$ cat src/rtl/router_out_arbiter.sv
// router_out_arbiter: packet-level round-robin arbiter sharing one router output among NPORTS sources.
// Optional macro ARB_TIMEOUT_EN adds an idle-beat watchdog that force-releases a stalled grant.
module router_out_arbiter #(
    parameter int NPORTS  = 4,
    parameter int CNT_W   = 16,
    parameter int TIMEOUT = 64
) (
    input  logic                      clk,
    input  logic                      reset,
    input  logic [NPORTS-1:0]         req,
    input  logic [NPORTS-1:0]         valid,
    input  logic [NPORTS-1:0]         eop,
    input  logic                      out_ready,
    input  logic [NPORTS-1:0]         en_mask,
    input  logic                      cnt_clr,
    output logic [NPORTS-1:0]         gnt,
    output logic [$clog2(NPORTS)-1:0] gnt_id,
    output logic                      busy,
    output logic [CNT_W-1:0]          pkt_count,
    output logic                      timeout_err
);

    localparam int IDW = $clog2(NPORTS);
    localparam logic [NPORTS-1:0] ONE_HOT0 = {{(NPORTS-1){1'b0}}, 1'b1};

    typedef enum logic [0:0] {
        ST_IDLE   = 1'b0,
        ST_LOCKED = 1'b1
    } state_t;

    state_t            state_r;
    logic [IDW-1:0]    ptr_r;
    logic [NPORTS-1:0] gnt_r;
    logic [IDW-1:0]    gnt_id_r;
    logic              busy_r;
    logic [CNT_W-1:0]  pkt_count_r;

    logic [NPORTS-1:0] eligible_s;
    logic              found_s;
    logic [IDW-1:0]    winner_s;
    logic [IDW-1:0]    cand_s;
    int                idx_v;
    logic [IDW-1:0]    ptr_next_s;
    logic              eop_rel_s;
    logic              expire_s;
    logic              release_s;

    assign eligible_s = req & en_mask;

    // Rotating-priority search: first eligible source at or after the round-robin pointer.
    always_comb begin
        found_s  = 1'b0;
        winner_s = {IDW{1'b0}};
        cand_s   = {IDW{1'b0}};
        idx_v    = 0;
        for (int k = 0; k < NPORTS; k++) begin
            idx_v = int'(ptr_r) + k;
            if (idx_v >= NPORTS) begin
                idx_v = idx_v - NPORTS;
            end else begin
                idx_v = idx_v;
            end
            cand_s = IDW'(idx_v);
            if (!found_s && eligible_s[cand_s]) begin
                found_s  = 1'b1;
                winner_s = cand_s;
            end else begin
                found_s  = found_s;
            end
        end
    end

    // Pointer value that follows the current owner, wrapping at NPORTS.
    always_comb begin
        if (gnt_id_r == IDW'(NPORTS - 1)) begin
            ptr_next_s = {IDW{1'b0}};
        end else begin
            ptr_next_s = gnt_id_r + IDW'(1);
        end
    end

    // Only the owner's beats matter; other sources' valid/eop are ignored while locked.
    assign eop_rel_s = (state_r == ST_LOCKED) && valid[gnt_id_r] && eop[gnt_id_r];
    assign release_s = eop_rel_s || expire_s;

    // Grant state machine with registered grant, owner index and busy flag.
    always_ff @(posedge clk or posedge reset) begin
        if (reset) begin
            state_r  <= ST_IDLE;
            ptr_r    <= {IDW{1'b0}};
            gnt_r    <= {NPORTS{1'b0}};
            gnt_id_r <= {IDW{1'b0}};
            busy_r   <= 1'b0;
        end else begin
            case (state_r)
                ST_IDLE: begin
                    if (found_s && out_ready) begin
                        state_r  <= ST_LOCKED;
                        gnt_r    <= ONE_HOT0 << winner_s;
                        gnt_id_r <= winner_s;
                        busy_r   <= 1'b1;
                    end else begin
                        gnt_r    <= {NPORTS{1'b0}};
                        busy_r   <= 1'b0;
                    end
                end
                ST_LOCKED: begin
                    if (release_s) begin
                        state_r <= ST_IDLE;
                        gnt_r   <= {NPORTS{1'b0}};
                        busy_r  <= 1'b0;
                        ptr_r   <= ptr_next_s;
                    end else begin
                        gnt_r   <= gnt_r;
                        busy_r  <= 1'b1;
                    end
                end
                default: begin
                    state_r  <= ST_IDLE;
                    gnt_r    <= {NPORTS{1'b0}};
                    gnt_id_r <= {IDW{1'b0}};
                    busy_r   <= 1'b0;
                end
            endcase
        end
    end

    // Completed-packet counter; clear wins over a same-cycle increment, wraps naturally.
    always_ff @(posedge clk or posedge reset) begin
        if (reset) begin
            pkt_count_r <= {CNT_W{1'b0}};
        end else if (cnt_clr) begin
            pkt_count_r <= {CNT_W{1'b0}};
        end else if (eop_rel_s) begin
            pkt_count_r <= pkt_count_r + CNT_W'(1);
        end else begin
            pkt_count_r <= pkt_count_r;
        end
    end

`ifdef ARB_TIMEOUT_EN
    localparam int TW = $clog2(TIMEOUT + 1);

    logic [TW-1:0] idle_cnt_r;
    logic          timeout_err_r;

    // Expiry fires on the beat-less cycle that would bring the idle count up to TIMEOUT.
    assign expire_s = (state_r == ST_LOCKED) && !valid[gnt_id_r]
                      && (idle_cnt_r == TW'(TIMEOUT - 1));

    // Idle-beat watchdog; the error pulse lines up with busy falling.
    always_ff @(posedge clk or posedge reset) begin
        if (reset) begin
            idle_cnt_r    <= {TW{1'b0}};
            timeout_err_r <= 1'b0;
        end else begin
            if ((state_r != ST_LOCKED) || valid[gnt_id_r] || expire_s) begin
                idle_cnt_r <= {TW{1'b0}};
            end else begin
                idle_cnt_r <= idle_cnt_r + TW'(1);
            end
            timeout_err_r <= expire_s;
        end
    end

    assign timeout_err = timeout_err_r;
`else
    assign expire_s    = 1'b0;
    assign timeout_err = 1'b0;
`endif

    assign gnt       = gnt_r;
    assign gnt_id    = gnt_id_r;
    assign busy      = busy_r;
    assign pkt_count = pkt_count_r;

endmodule

$ cat config.mk
export PLATFORM = sky130hd
export DESIGN_NAME = router_out_arbiter
export DESIGN_NICKNAME = d
export VERILOG_FILES = /design/src/rtl/router_out_arbiter.sv
export SDC_FILE = /design/constraint.sdc
export NUM_CORES = 1
export LEC_CHECK = 0
export CORE_ASPECT_RATIO = 0.75
export CORE_UTILIZATION = 45
export DETAILED_ROUTE_END_ITERATION = 16
export DONT_BUFFER_PORTS = 1
export PLACE_DENSITY = 0.66
export SLEW_MARGIN = 20
export SYNTH_ARGS = -nofsm -noshare
export SYNTH_HDL_FRONTEND = slang
export SYNTH_SLANG_ARGS = --single-unit
$ cat constraint.sdc
create_clock -name clk -period 1.6 [get_ports clk]
set_input_delay 0.24 -clock clk [delete_from_list [all_inputs] [get_ports clk]]
set_output_delay 0.24 -clock clk [all_outputs]
set_load 0.01 [all_outputs]
### Word-level counts from Yosys, hierarchy flattened

Cells that the tools add are included.

| word-level totals | value |
|---|---|
| register bits after elaboration | 25 |
| input bits | 20 |
| output and inout bits | 24 |
| word-level logic and storage cells | 73 |

| operators by class | value |
|---|---|
| add/sub/neg operators | 9 |
| magnitude comparators | 9 |
| equality and inequality tests | 2 |
| shifts and indexed selects | 1 |
| mux-type cells | 33 |
| bitwise logic cells | 2 |
| reductions and logical operators | 12 |

Operators with widths:

| operator | number |
|---|---|
| two-way mux 16 bit | 2 |
| two-way mux 2 bit | 9 |
| adder 16 x 1 -> 16 bit (second input constant) | 1 |
| less-than comparator 2 x 3 -> 1 bit (second input constant) | 5 |
| binary-select mux 1 bit (select 2 bit) | 6 |
| two-way mux 1 bit | 12 |
| greater-or-equal comparator 3 bit (second input constant) | 3 |
| two-way mux 4 bit | 2 |
| one-hot mux 4 bit (2 select lines) | 1 |
| subtractor 2 x 1 -> 2 bit (second input constant) | 4 |
| adder 2 x 2 -> 3 bit (second input constant) | 2 |
| logical AND 1 bit | 6 |
| bitwise AND 4 bit | 1 |
| AND reduction 2 bit | 2 |
| << shifter 1 x 2 -> 4 bit (first input constant) | 1 |
| adder 2 x 1 -> 3 bit (second input constant) | 1 |
| greater-or-equal comparator 2 x 3 -> 1 bit (second input constant) | 1 |
| zero test 1 bit | 3 |
| adder 2 x 1 -> 2 bit (second input constant) | 1 |
| == test 2 bit (second input constant) | 1 |
| != test 2 x 1 -> 1 bit (second input constant) | 1 |
| one-hot mux 1 bit (2 select lines) | 1 |
| nonzero test 2 bit | 1 |
| NOT 1 bit | 1 |

### Depth between registers and ports, before layout

Gate-level depths: netlist of the first run.

| logic depth | value |
|---|---|
| depth in word-level cells | 17 |
| gate-level depth with buffers | 7 |

### Worst setup path before layout of the first run

Ideal clock, no wire load.

| timing path | value |
|---|---|
| kind | flip-flop to flip-flop |
| start | register gnt_id_r[1], in the netlist gnt_id[1] |
| end | register pkt_count_r[9], in the netlist pkt_count[9] |
| data arrival time | 1.631 ns |
| required time | 1.522 ns |
| slack | -0.109 ns |
| stages on the path, launching flop included | 7 |
| buffers on the path | 2 |
| clock period less this slack | 1.709 ns |
| cells stage by stage | dfrtp_1 buf_2 a211o_1 o311ai_2 buf_2 or4_1 a21oi_1 |

| on the way | value |
|---|---|
| longest elaborated chain between the ends | 5 |
| elaborated cells on any way between the ends | 7 |

RTL lines:

| element | line | text |
|---|---|---|
| from (decl) | 34 | `logic [IDW-1:0] gnt_id_r;` |
| from (signal assigned) | 92 | `gnt_id_r <= {IDW{1'b0}};` |
| from (signal assigned) | 100 | `gnt_id_r <= winner_s;` |
| from (signal assigned) | 121 | `gnt_id_r <= {IDW{1'b0}};` |
| binary-select mux 1 bit (select 2 bit) | 83 | `assign eop_rel_s = (state_r == ST_LOCKED) && valid[gnt_id_r] && eop[gnt_id_r];` |
| two-way mux 1 bit (implied by the code) | 83 |  |
| logical AND 1 bit | 83 |  |
| logical AND 1 bit (*) | 83 |  |
| nonzero test 2 bit (no line) (*) | n/a |  |
| to (signal assigned) | 131 | `pkt_count_r <= {CNT_W{1'b0}};` |
| to (signal assigned) | 133 | `pkt_count_r <= {CNT_W{1'b0}};` |
| to (signal assigned) | 135 | `pkt_count_r <= pkt_count_r + CNT_W'(1);` |
| to (decl) | 36 | `logic [CNT_W-1:0] pkt_count_r;` |

Mark *: on every way between the ends. The rest lies on a longest branch, timed or not. The select of a mux whose other input is x is not followed.
A chain may end at the register's enable or synchronous reset.

### Worst setup path after layout of the first run

| timing path | value |
|---|---|
| start | register gnt_id_r[0], in the netlist gnt_id[0] |
| end | register pkt_count_r[10], in the netlist pkt_count[10] |

The elaborated chain is that of the path after synthesis.

==> flow_summary.yaml, run 1 <==
timing:
  min_period_over_period_pct: 105.2
  setup-violations-final: 16
  rsz0062_at_grt: "yes"
  maxSlewViolCount: 0
  finalCriticalPeriod_ps: 1683
  skew_ps: 1.562
  whs_ps: 11.40
  hold_viol: 0
  setup_ws_ps: -83.25
  fmaxAchievable_mhz: 594.1
placement:
  gp_congestion: 0.7105
  dp_hpwl_mm: 2.581
  io_buffers: 0
status:
  outcome: "finished, violations left"
  violations: "negative setup slack"
critical_path:
  critPathKind: "reg2reg"
  slowest_delay_ps: 510
  path_buf_inv: 1
  worstPathCellList: "a211o_1 -> o311ai_4 -> buf_12 -> or4_1 -> a21oi_2"
  cp-start-kind: "flop"
  arrival_ps: 1890
  slowest_stage: "or4_1"
  crit_fanout: 8
  cp_top_family: "simple AND/OR/NAND/NOR gates"
  required_ps: 1810
  worstSetupEndpointType: "flop"
yosys:
  seq_area_frac_synth_pct: 42.34
  synth_nets: 177
  synth_area_um2: 1478
  synth.most_common_cell: "dfrtp_1"
  ys_types: 45
  syn_area_per_cell_um2: 9.533
  synthFlopType: "dfrtp_1"
  synth_common_cells: "dfrtp_1 (25), a21oi_1 (14), nand2_1 (12)"
  syn_inst: 155
  ys.warnings.count: 0
  async_reset_ff_share_pct: 100.0
  netlist.top_cell.by_area: "dfrtp_1"
  ys_ff_latch: 25
  synthTopCellsByArea: "dfrtp_1 (42%), o31ai_1 (5.6%), or4_1 (5.6%)"
  synth_edf_count: 0
  yosys.area.top_type_share_pct: 42.34
job:
  max_cap_viol_count: 0
floorplan:
  die_w_um: 68.17
  die_area_um2: 3519
  initial_utilization_pct: 48.58
  rows: 17
  core_um2: 3042
  die_h_um: 51.63
  io_pins: 44
final_layout:
  nFillCells: 242
  n_antenna_cell: 0
  fin_nets: 203
  drive_gt1_share_pct: 37.22
  syn_to_final_growth_pct: 29.89
  final_util_pct: 63.10
cts:
  clk_pin_slew_worst_paths_ps: 90
  htree_levels: 1
  cts_tree: "done"
  cts_root_buf: "clkbuf_8"
  clock_latency_ps: 270
  hold_buffers: 1
  cts_buffers: 3
  clock_path_buffers: 2
  clock_sinks: 25
pwr:
  ir_drop_mv: 0.6211
  leakage_uw: 0.0007863
  power.density_nw_per_um2: 1303
route:
  drt_iter0_drc: 85
  drc: 0
  via_per_inst: 6.523
  detail-route-antenna-nets: 0
  totalWireLength_mm: 4.081
  wl_per_cell_um: 18.72
  drtPass1Iterations: 4
  via_count: 1422
global_routing:
  grt.total_usage_pct: 23.17
  grt_pass1_vias: 1319
  grt_max_degree: 26
  grt-ovfl-total: 0
  antenna_found_initial: 0
  grt_pass1_wl_mm: 5.975
worst_hold_path:
  hp-class: "in2reg"
## stage by stage
step	worst slack [ps]	cell area (um2)	instances	total power (uW)	setup TNS, ps
after floorplan	-41.44	1503	155	1462	-301.0
after detailed placement	-54.74	1668	207	1757	-331.6
after CTS	-33.29	1797	214	2344	-192.8
final	-83.25	1919	218	2501	-716.0
after global routing	-124.8	1919	218	2641	-1679
after global placement	-15.46	1668	207	1724	-37.26
## layout make-up
class | instances | area, um2 | area share [%]
well taps | 38 | 47.55 | 2.477
inverters | 4 | 15.01 | 0.7823
repair buffers | 31 | 289.0 | 15.06
clock buffers | 3 | 41.29 | 2.151
clock inverters | 1 | 5.005 | 0.2608
flip-flops and latches | 25 | 626.9 | 32.66
multi-input cells | 116 | 894.6 | 46.61
## where the power goes
group,internal [uW],switching (uW)
sequential,734,129
combinational,608,644
clock,175,211
## timing repair
action / 4_1_cts / 5_1_grt
setup endpoints to repair: 13 / 17
buffers inserted: 1 / 2
endpoints found under the hold margin: 25 / 5
gates resized for setup: 7 / 23
pin swaps: 3 / 11
cloned: 1 / 2
## registers in the layout (all words and copies together) (netlist names)
name / flops
pkt_count: 16
gnt: 4
gnt_id: 2
ptr_r: 2
busy: 1
## cells in the final DEF (no fill, tap or decap), types with 2 or more instances in the layout
master and instances:
o2bb2ai_1 2, nor2_1 2, a21oi_2 9, inv_1 3
or3_1 2, nand3_1 11, or4_4 7, clkbuf_8 3
o31ai_2 2, dfrtp_1 24, a21oi_1 5, nand4b_1 2
a31o_4 2, and2_1 2, nand4_1 5, o21ai_0 6
or4_1 4, nor2b_1 2, a22o_1 2, and4_1 2
o31ai_1 9, buf_4 26, o21ai_1 2, nand2_1 12
## worst paths after layout
path                       slack, ps             startpoint                        end  cells after the start
max in group asynchronous        880                  reset      gnt_id[0]$_DFFE_PP0P_                      3
min                               10                cnt_clr   pkt_count[9]$_DFFE_PP0P_                      1
min reg2reg                      570     gnt[3]$_DFFE_PP0P_         gnt[3]$_DFFE_PP0P_                      1
max reg2reg                      -80  gnt_id[0]$_DFFE_PP0P_  pkt_count[10]$_DFFE_PP0P_                      5
max                              -80  gnt_id[0]$_DFFE_PP0P_  pkt_count[10]$_DFFE_PP0P_                      5
min in group asynchronous        450                  reset   pkt_count[3]$_DFFE_PP0P_                      3
## cells by family (layout without fill, tap and decap cells)
kind of cell             after synthesis  after routing  share of synthesized area, %
AND/OR/NAND/NOR                       60             60                         25.40
AO/OA/AOI/OAI                         50             51                         23.29
flip-flops                            25             25                         42.34
buffers and inverters                 15             39                         5.503
adder cells (fa/ha/maj)                2              2                         1.693
multiplexers                           2              2                         1.524
other                                  1              1                        0.2538
## layer usage
| metal | vias to the layer above | GRT usage [%] | part of all wire [%] |
|---|---|---|---|
| li1 | 660 | - | - |
| met1 | 681 | 31.53 | 44 |
| met2 | 73 | 35.29 | 46 |
| met3 | 8 | 6.360 | 8.7 |
| met4 | 0 | 7.639 | 1.0 |
| met5 | - | 0 | 0 |
No activity file was read; power rests on OpenSTA's default activity.
==> inputs of run 2 (changes only) <==
ABC_AREA = 1   (was default)
BUFFER_PORTS_ARGS = -buffer_cell sky130_fd_sc_hd__buf_4   (was default)
DONT_BUFFER_PORTS = default   (was 1)
PLACE_DENSITY = 0.76   (was 0.66)
==> run 2 against run 1 <==
The run now ends clean. Fmax up 5.4%. Area after synthesis grew 22%. Synthesized cell count rose by 63%. Final cell count increased by 68%. Highest routed layer unchanged. First-iteration DRC count up 140%. Register-to-register slack gained 90 ps. Sequential power increased by 6.1%. Final area grew 29%. Sequential cell count stayed put. Global-route usage increased by 1.0 points. Critical endpoint is now busy$_DFF_PP0_.
==> flow_summary.yaml, run 2 <==
critical_path:
  required_ps: 1730
  arrival_ps: 1730
  critPathKind: "reg2reg"
  critPathLaunch: "ptr_r[0]$_DFFE_PP0P_"
  reg2reg_depth: 7
  worstSetupEndpointType: "flop"
  cp-start-kind: "flop"
  crit_fanout: 8
  timing.rr.start: "ptr_r[0]$_DFFE_PP0P_"
final_layout:
  largest_reg_flops: 16
  drive_gt1_share_pct: 39.17
  final_common_cell: "nand2_1"
  syn_to_final_growth_pct: 37.42
  final_area_um2: 2481
  final_util_pct: 66.06
  fin_nets: 337
  most-common-layout-cells: "nand2_1 (65), buf_4 (59), nand3_1 (21), dfrtp_1 (21), inv_1 (19)"
  n_antenna_cell: 0
  fin_cells: 366
timing:
  setup_ws_ps: 2.780
  fmaxAchievable_mhz: 626.1
  whs_ps: 17.89
  setup-violations-final: 0
  rsz0062_at_grt: "yes"
  maxSlewViolCount: 0
  hold_viol: 0
  finalCriticalPeriod_ps: 1597
  min_period_over_period_pct: 99.83
  skew_ps: 8.139
global_routing:
  grt.total_usage_pct: 24.19
  grt_pass1_wl_mm: 7.935
  grt_pass1_vias: 1727
  antenna_found_initial: 0
  grt_max_degree: 26
  grt-ovfl-total: 0
floorplan:
  initial_utilization_pct: 48.07
  die_h_um: 56.86
  die_area_um2: 4272
  rows: 19
  core_um2: 3756
  die_w_um: 75.14
  io_pins: 44
placement:
  gp_congestion: 0.9158
  io_buffers: 42
  placed_cell_area_um2: 2205
  dp_hpwl_mm: 3.648
  dp_cells: 349
  dp_slack_ps: -25.27
yosys:
  seq_area_frac_synth_pct: 34.65
  netlist.top_cell.by_area: "dfrtp_1"
  ys_ff_latch: 25
  synth_area_um2: 1805
  async_reset_ff_share_pct: 100.0
  syn_area_per_cell_um2: 7.165
  synth_common_cells: "nand2_1 (74), nand3_1 (30), dfrtp_1 (25)"
  synthTopCellsByArea: "dfrtp_1 (35%), nand2_1 (15%), nand3_1 (8.3%)"
  synth_edf_count: 0
  synth_nets: 274
  yosys.area.top_type_share_pct: 34.65
  synth.most_common_cell: "nand2_1"
  ys_types: 31
  ys.warnings.count: 0
  synthFlopType: "dfrtp_1"
  syn_inst: 252
cts:
  cts_root_buf: "clkbuf_8"
  clock_path_buffers: 2
  clock_sinks: 25
  clock_latency_ps: 270
  clk_pin_slew_worst_paths_ps: 90
  cts_buffers: 3
  cts_tree: "done"
  htree_levels: 1
route:
  drtPass1Iterations: 6
  totalWireLength_mm: 5.213
  drc: 0
  detail-route-antenna-nets: 0
  drt_iter0_drc: 200
  wl_per_cell_um: 14.24
  via_count: 1984
  via_per_inst: 5.421
pwr:
  p_int_uw: 1810
  power.density_nw_per_um2: 1390
  combPwrFrac_pct: 62.7
  ir_drop_mv: 1.000
  p_sw_uw: 1640
  leakage_uw: 0.001225
  pwr-share-clk_pct: 10.8
  swShare_pct: 47.54
  power.share.sequential_pct: 26.6
status:
  outcome: "completed"
job:
  max_cap_viol_count: 0
worst_hold_path:
  hp-class: "in2async"
## run 2: cell count changes after synthesis, sizes merged, moves of 11 or more
cell   change
or4       -11
nand3     +24
inv       +19
nor2      +21
nor3      +11
nand2     +73
## run 2: path summary, 6_finish.rpt
kind	to	slack, ps
hold reg to reg	gnt[3]$_DFFE_PP0P_	490
max in group asynchronous	gnt_id[0]$_DFFE_PP0P_	1310
min in group clk	pkt_count[0]$_DFFE_PP0P_	210
hold / removal	pkt_count[4]$_DFFE_PP0P_	20
setup reg to reg	busy$_DFF_PP0_	3
setup / recovery	busy$_DFF_PP0_	3
## run 2: cells by family after synthesis
group | share of synthesized area (%)
compound gates | 6.583
other cells | 0.2077
fa+ha+maj | 1.386
xor+xnor | 1.940
simple gates | 46.71
flops | 34.65
buf+inv | 8.523
## run 2: timing repair
item,CTS,global route
endpoints found under the setup margin,5,20
gates cloned,0,1
resized for setup,2,39
setup buffers,0,12
pin swaps,0,13
hold buffers,0,0
## run 2: per-stage QoR
step / power, uW / setup TNS [ps]
floorplan: 2181 / 0
global placement: 2597 / 0
detailed placement: 2620 / -73.81
CTS: 3004 / 0
global route: 3696 / -698.8
finish: 3450 / 0
## run 2: routing by layer
metal  track usage [%]  share of wire, %
met5                 0                 0
met4             3.704              0.79
met3             4.847               7.6
met2             32.95                44
met1             39.39                47
## run 2: critical path, cell delays in order, from the launching register on
cell and delay, ps:
dfrtp_2 510, clkinv_4 130, nand3_2 100, nand3_2 110, nand2_4 130, nand3_4 100, o21bai_4 230, o21ai_0 150
## run 2: final cells by class
class                      instances  area [um2]
multi-input combinational        197        1140
sequential                        25       630.6
timing repair buffer              63       496.7
fill                             337        1275
clock buffer                       4       45.04
timing repair inverter             1       6.256
tap                               52       65.06
inverter                          24       97.59
## run 2: power groups by stage
stage / logic, uW / clock network [uW] / registers [uW]
CTS: 1740 / 378 / 887
finish: 2160 / 373 / 916
floorplan: 1300 / 0 / 883
global placement: 1710 / 0 / 888
detailed placement: 1730 / 0 / 886
global route: 2350 / 414 / 931
==> inputs of run 3 (changes only) <==
BUFFER_PORTS_ARGS = default   (was -buffer_cell sky130_fd_sc_hd__buf_4)
DONT_BUFFER_PORTS = 1   (was default)
PLACE_DENSITY = 0.66   (was 0.76)
==> run 3 against run 2 <==
Sequential cell count unchanged. Die area stayed put. Setup slack improved by 53 ps. Register-to-register slack improved by 50 ps. Non-clock buffer count down 35. First-iteration DRC count fell by 35%. Largest power group unchanged. Highest routed layer unchanged.
==> flow_summary.yaml, run 3 (synthesis gave the netlist of run 2 again) <==
status:
  outcome: "completed"
critical_path:
  critPathLaunch: "ptr_r[0]$_DFFE_PP0P_"
  cp-start-kind: "flop"
  crit_fanout: 7
  reg2reg_depth: 9
  arrival_ps: 1710
  worstSetupEndpointType: "flop"
  r2r_setup_slack_ps: 60
  r2r_end: "gnt[2]$_DFFE_PP0P_"
  critPathKind: "reg2reg"
  required_ps: 1770
  timing.rr.start: "ptr_r[0]$_DFFE_PP0P_"
global_routing:
  grt-ovfl-total: 0
  grt.total_usage_pct: 22.21
  antenna_found_initial: 0
  grt_pass1_wl_mm: 7.169
  grt_max_degree: 26
  grt_pass1_vias: 1543
floorplan:
  die_h_um: 56.86
  initial_utilization_pct: 48.07
  rows: 19
  die_w_um: 75.14
  core_um2: 3756
  die_area_um2: 4272
  io_pins: 44
cts:
  clk_pin_slew_worst_paths_ps: 90
  clock_latency_ps: 270
  cts_buffers: 3
  clock_sinks: 25
  cts_root_buf: "clkbuf_8"
  cts_tree: "done"
  htree_levels: 1
  clock_path_buffers: 2
final_layout:
  final_area_um2: 2173
  nFillCells: 352
  fin_nets: 301
  syn_to_final_growth_pct: 20.37
  most-common-layout-cells: "nand2_1 (68), nand3_1 (25), buf_4 (25), dfrtp_1 (24), inv_1 (20)"
  drive_gt1_share_pct: 28.06
  final_common_cell: "nand2_1"
  n_antenna_cell: 0
  largest_reg_flops: 16
route:
  totalWireLength_mm: 4.520
  wl_met2_mm: 1.875
  routed.top_layer: "met4"
  via_count: 1745
  wl_per_cell_um: 13.70
  wl_met1_mm: 2.275
  drtPass1Iterations: 4
  wl_met3_um: 349
  drt_iter0_drc: 130
  detail-route-antenna-nets: 0
  via_per_inst: 5.288
  drc: 0
pwr:
  ir_drop_mv: 0.9228
  leakage_uw: 0.001039
  power.density_nw_per_um2: 1412
placement:
  dp_hpwl_mm: 3.341
  dp_slack_ps: 51.14
  placed_cell_area_um2: 1982
  io_buffers: 0
  gp_congestion: 0.8170
timing:
  setup_ws_ps: 55.80
  setup_tns_ps: 0
  fmaxAchievable_mhz: 647.6
  rsz0062_at_grt: "yes"
  finalCriticalPeriod_ps: 1544
  setup-violations-final: 0
  skew_ps: 4.743
  maxSlewViolCount: 0
  min_period_over_period_pct: 96.51
  hold_viol: 0
job:
  max_cap_viol_count: 0
worst_hold_path:
  min_to: "pkt_count[0]$_DFFE_PP0P_"
  hp-class: "in2reg"
  hold_path_depth: 1
  hold_path.startpoint: "cnt_clr"
run 3: where the power goes:
part	switching [uW]	internal, uW	leakage, uW	total [uW]
clock	201	174	0.0000255	375
sequential	133	741	0.000338	874
combinational	1150	668	0.000675	1820
run 3: area by class of cell:
cell class	count	area [um2]	area share [%]
Tap cell	52	65.06	2.994
Clock inverter	1	5.005	0.2303
Clock buffer	3	41.29	1.900
Timing Repair Buffer	28	220.2	10.13
Multi-Input combinational cell	197	1117	51.41
Inverter	24	97.59	4.491
Sequential cell	25	626.9	28.84
run 3: through the flow:
| step | utilization [%] | power (uW) | hold slack, ps | instances |
|---|---|---|---|---|
| floorplan | - | 2181 | 267.3 | 252 |
| global placement | 52.76 | 2516 | 202.8 | 321 |
| detailed placement | 52.76 | 2520 | 204.8 | 321 |
| CTS | 54.26 | 2904 | 18.50 | 326 |
| global route | 57.86 | 3298 | 7.143 | 330 |
| finish | 57.86 | 3069 | 29.38 | 330 |
run 3: critical path, cell delays in order, from the launching register on:
cell and delay [ps]:
dfrtp_1 440, buf_4 180, nand3_2 80, nand3_2 110, nand2_4 130, nand3_4 100
o21bai_4 220, nor2_2 70, nand2_1 60, nand2_1 50
run 3: repair_timing:
action	in CTS	in global routing
setup buffers	0	4
endpoints found under the setup margin	0	14
endpoints found under the hold margin	25	0
gates resized for setup	0	29
hold buffers	1	0
run 3: worst max path at each step:
stage / to / slack (ps) / cells after the start
floorplan: gnt[1]$_DFFE_PP0P_ / 170 / 12
global placement: gnt[3]$_DFFE_PP0P_ / 90 / 9
detailed placement: gnt[3]$_DFFE_PP0P_ / 50 / 9
CTS: gnt[2]$_DFFE_PP0P_ / 40 / 9
global route: gnt[0]$_DFFE_PP0P_ / -50 / 10
finish: gnt[2]$_DFFE_PP0P_ / 60 / 9
run 3: per-layer routing:
| metal | track usage [%] | vias to the layer above |
|---|---|---|
| met5 | 0 | - |
| li1 | - | 891 |
| met4 | 5.026 | 0 |
| met3 | 5.745 | 2 |
| met2 | 29.34 | 69 |
| met1 | 35.49 | 783 |
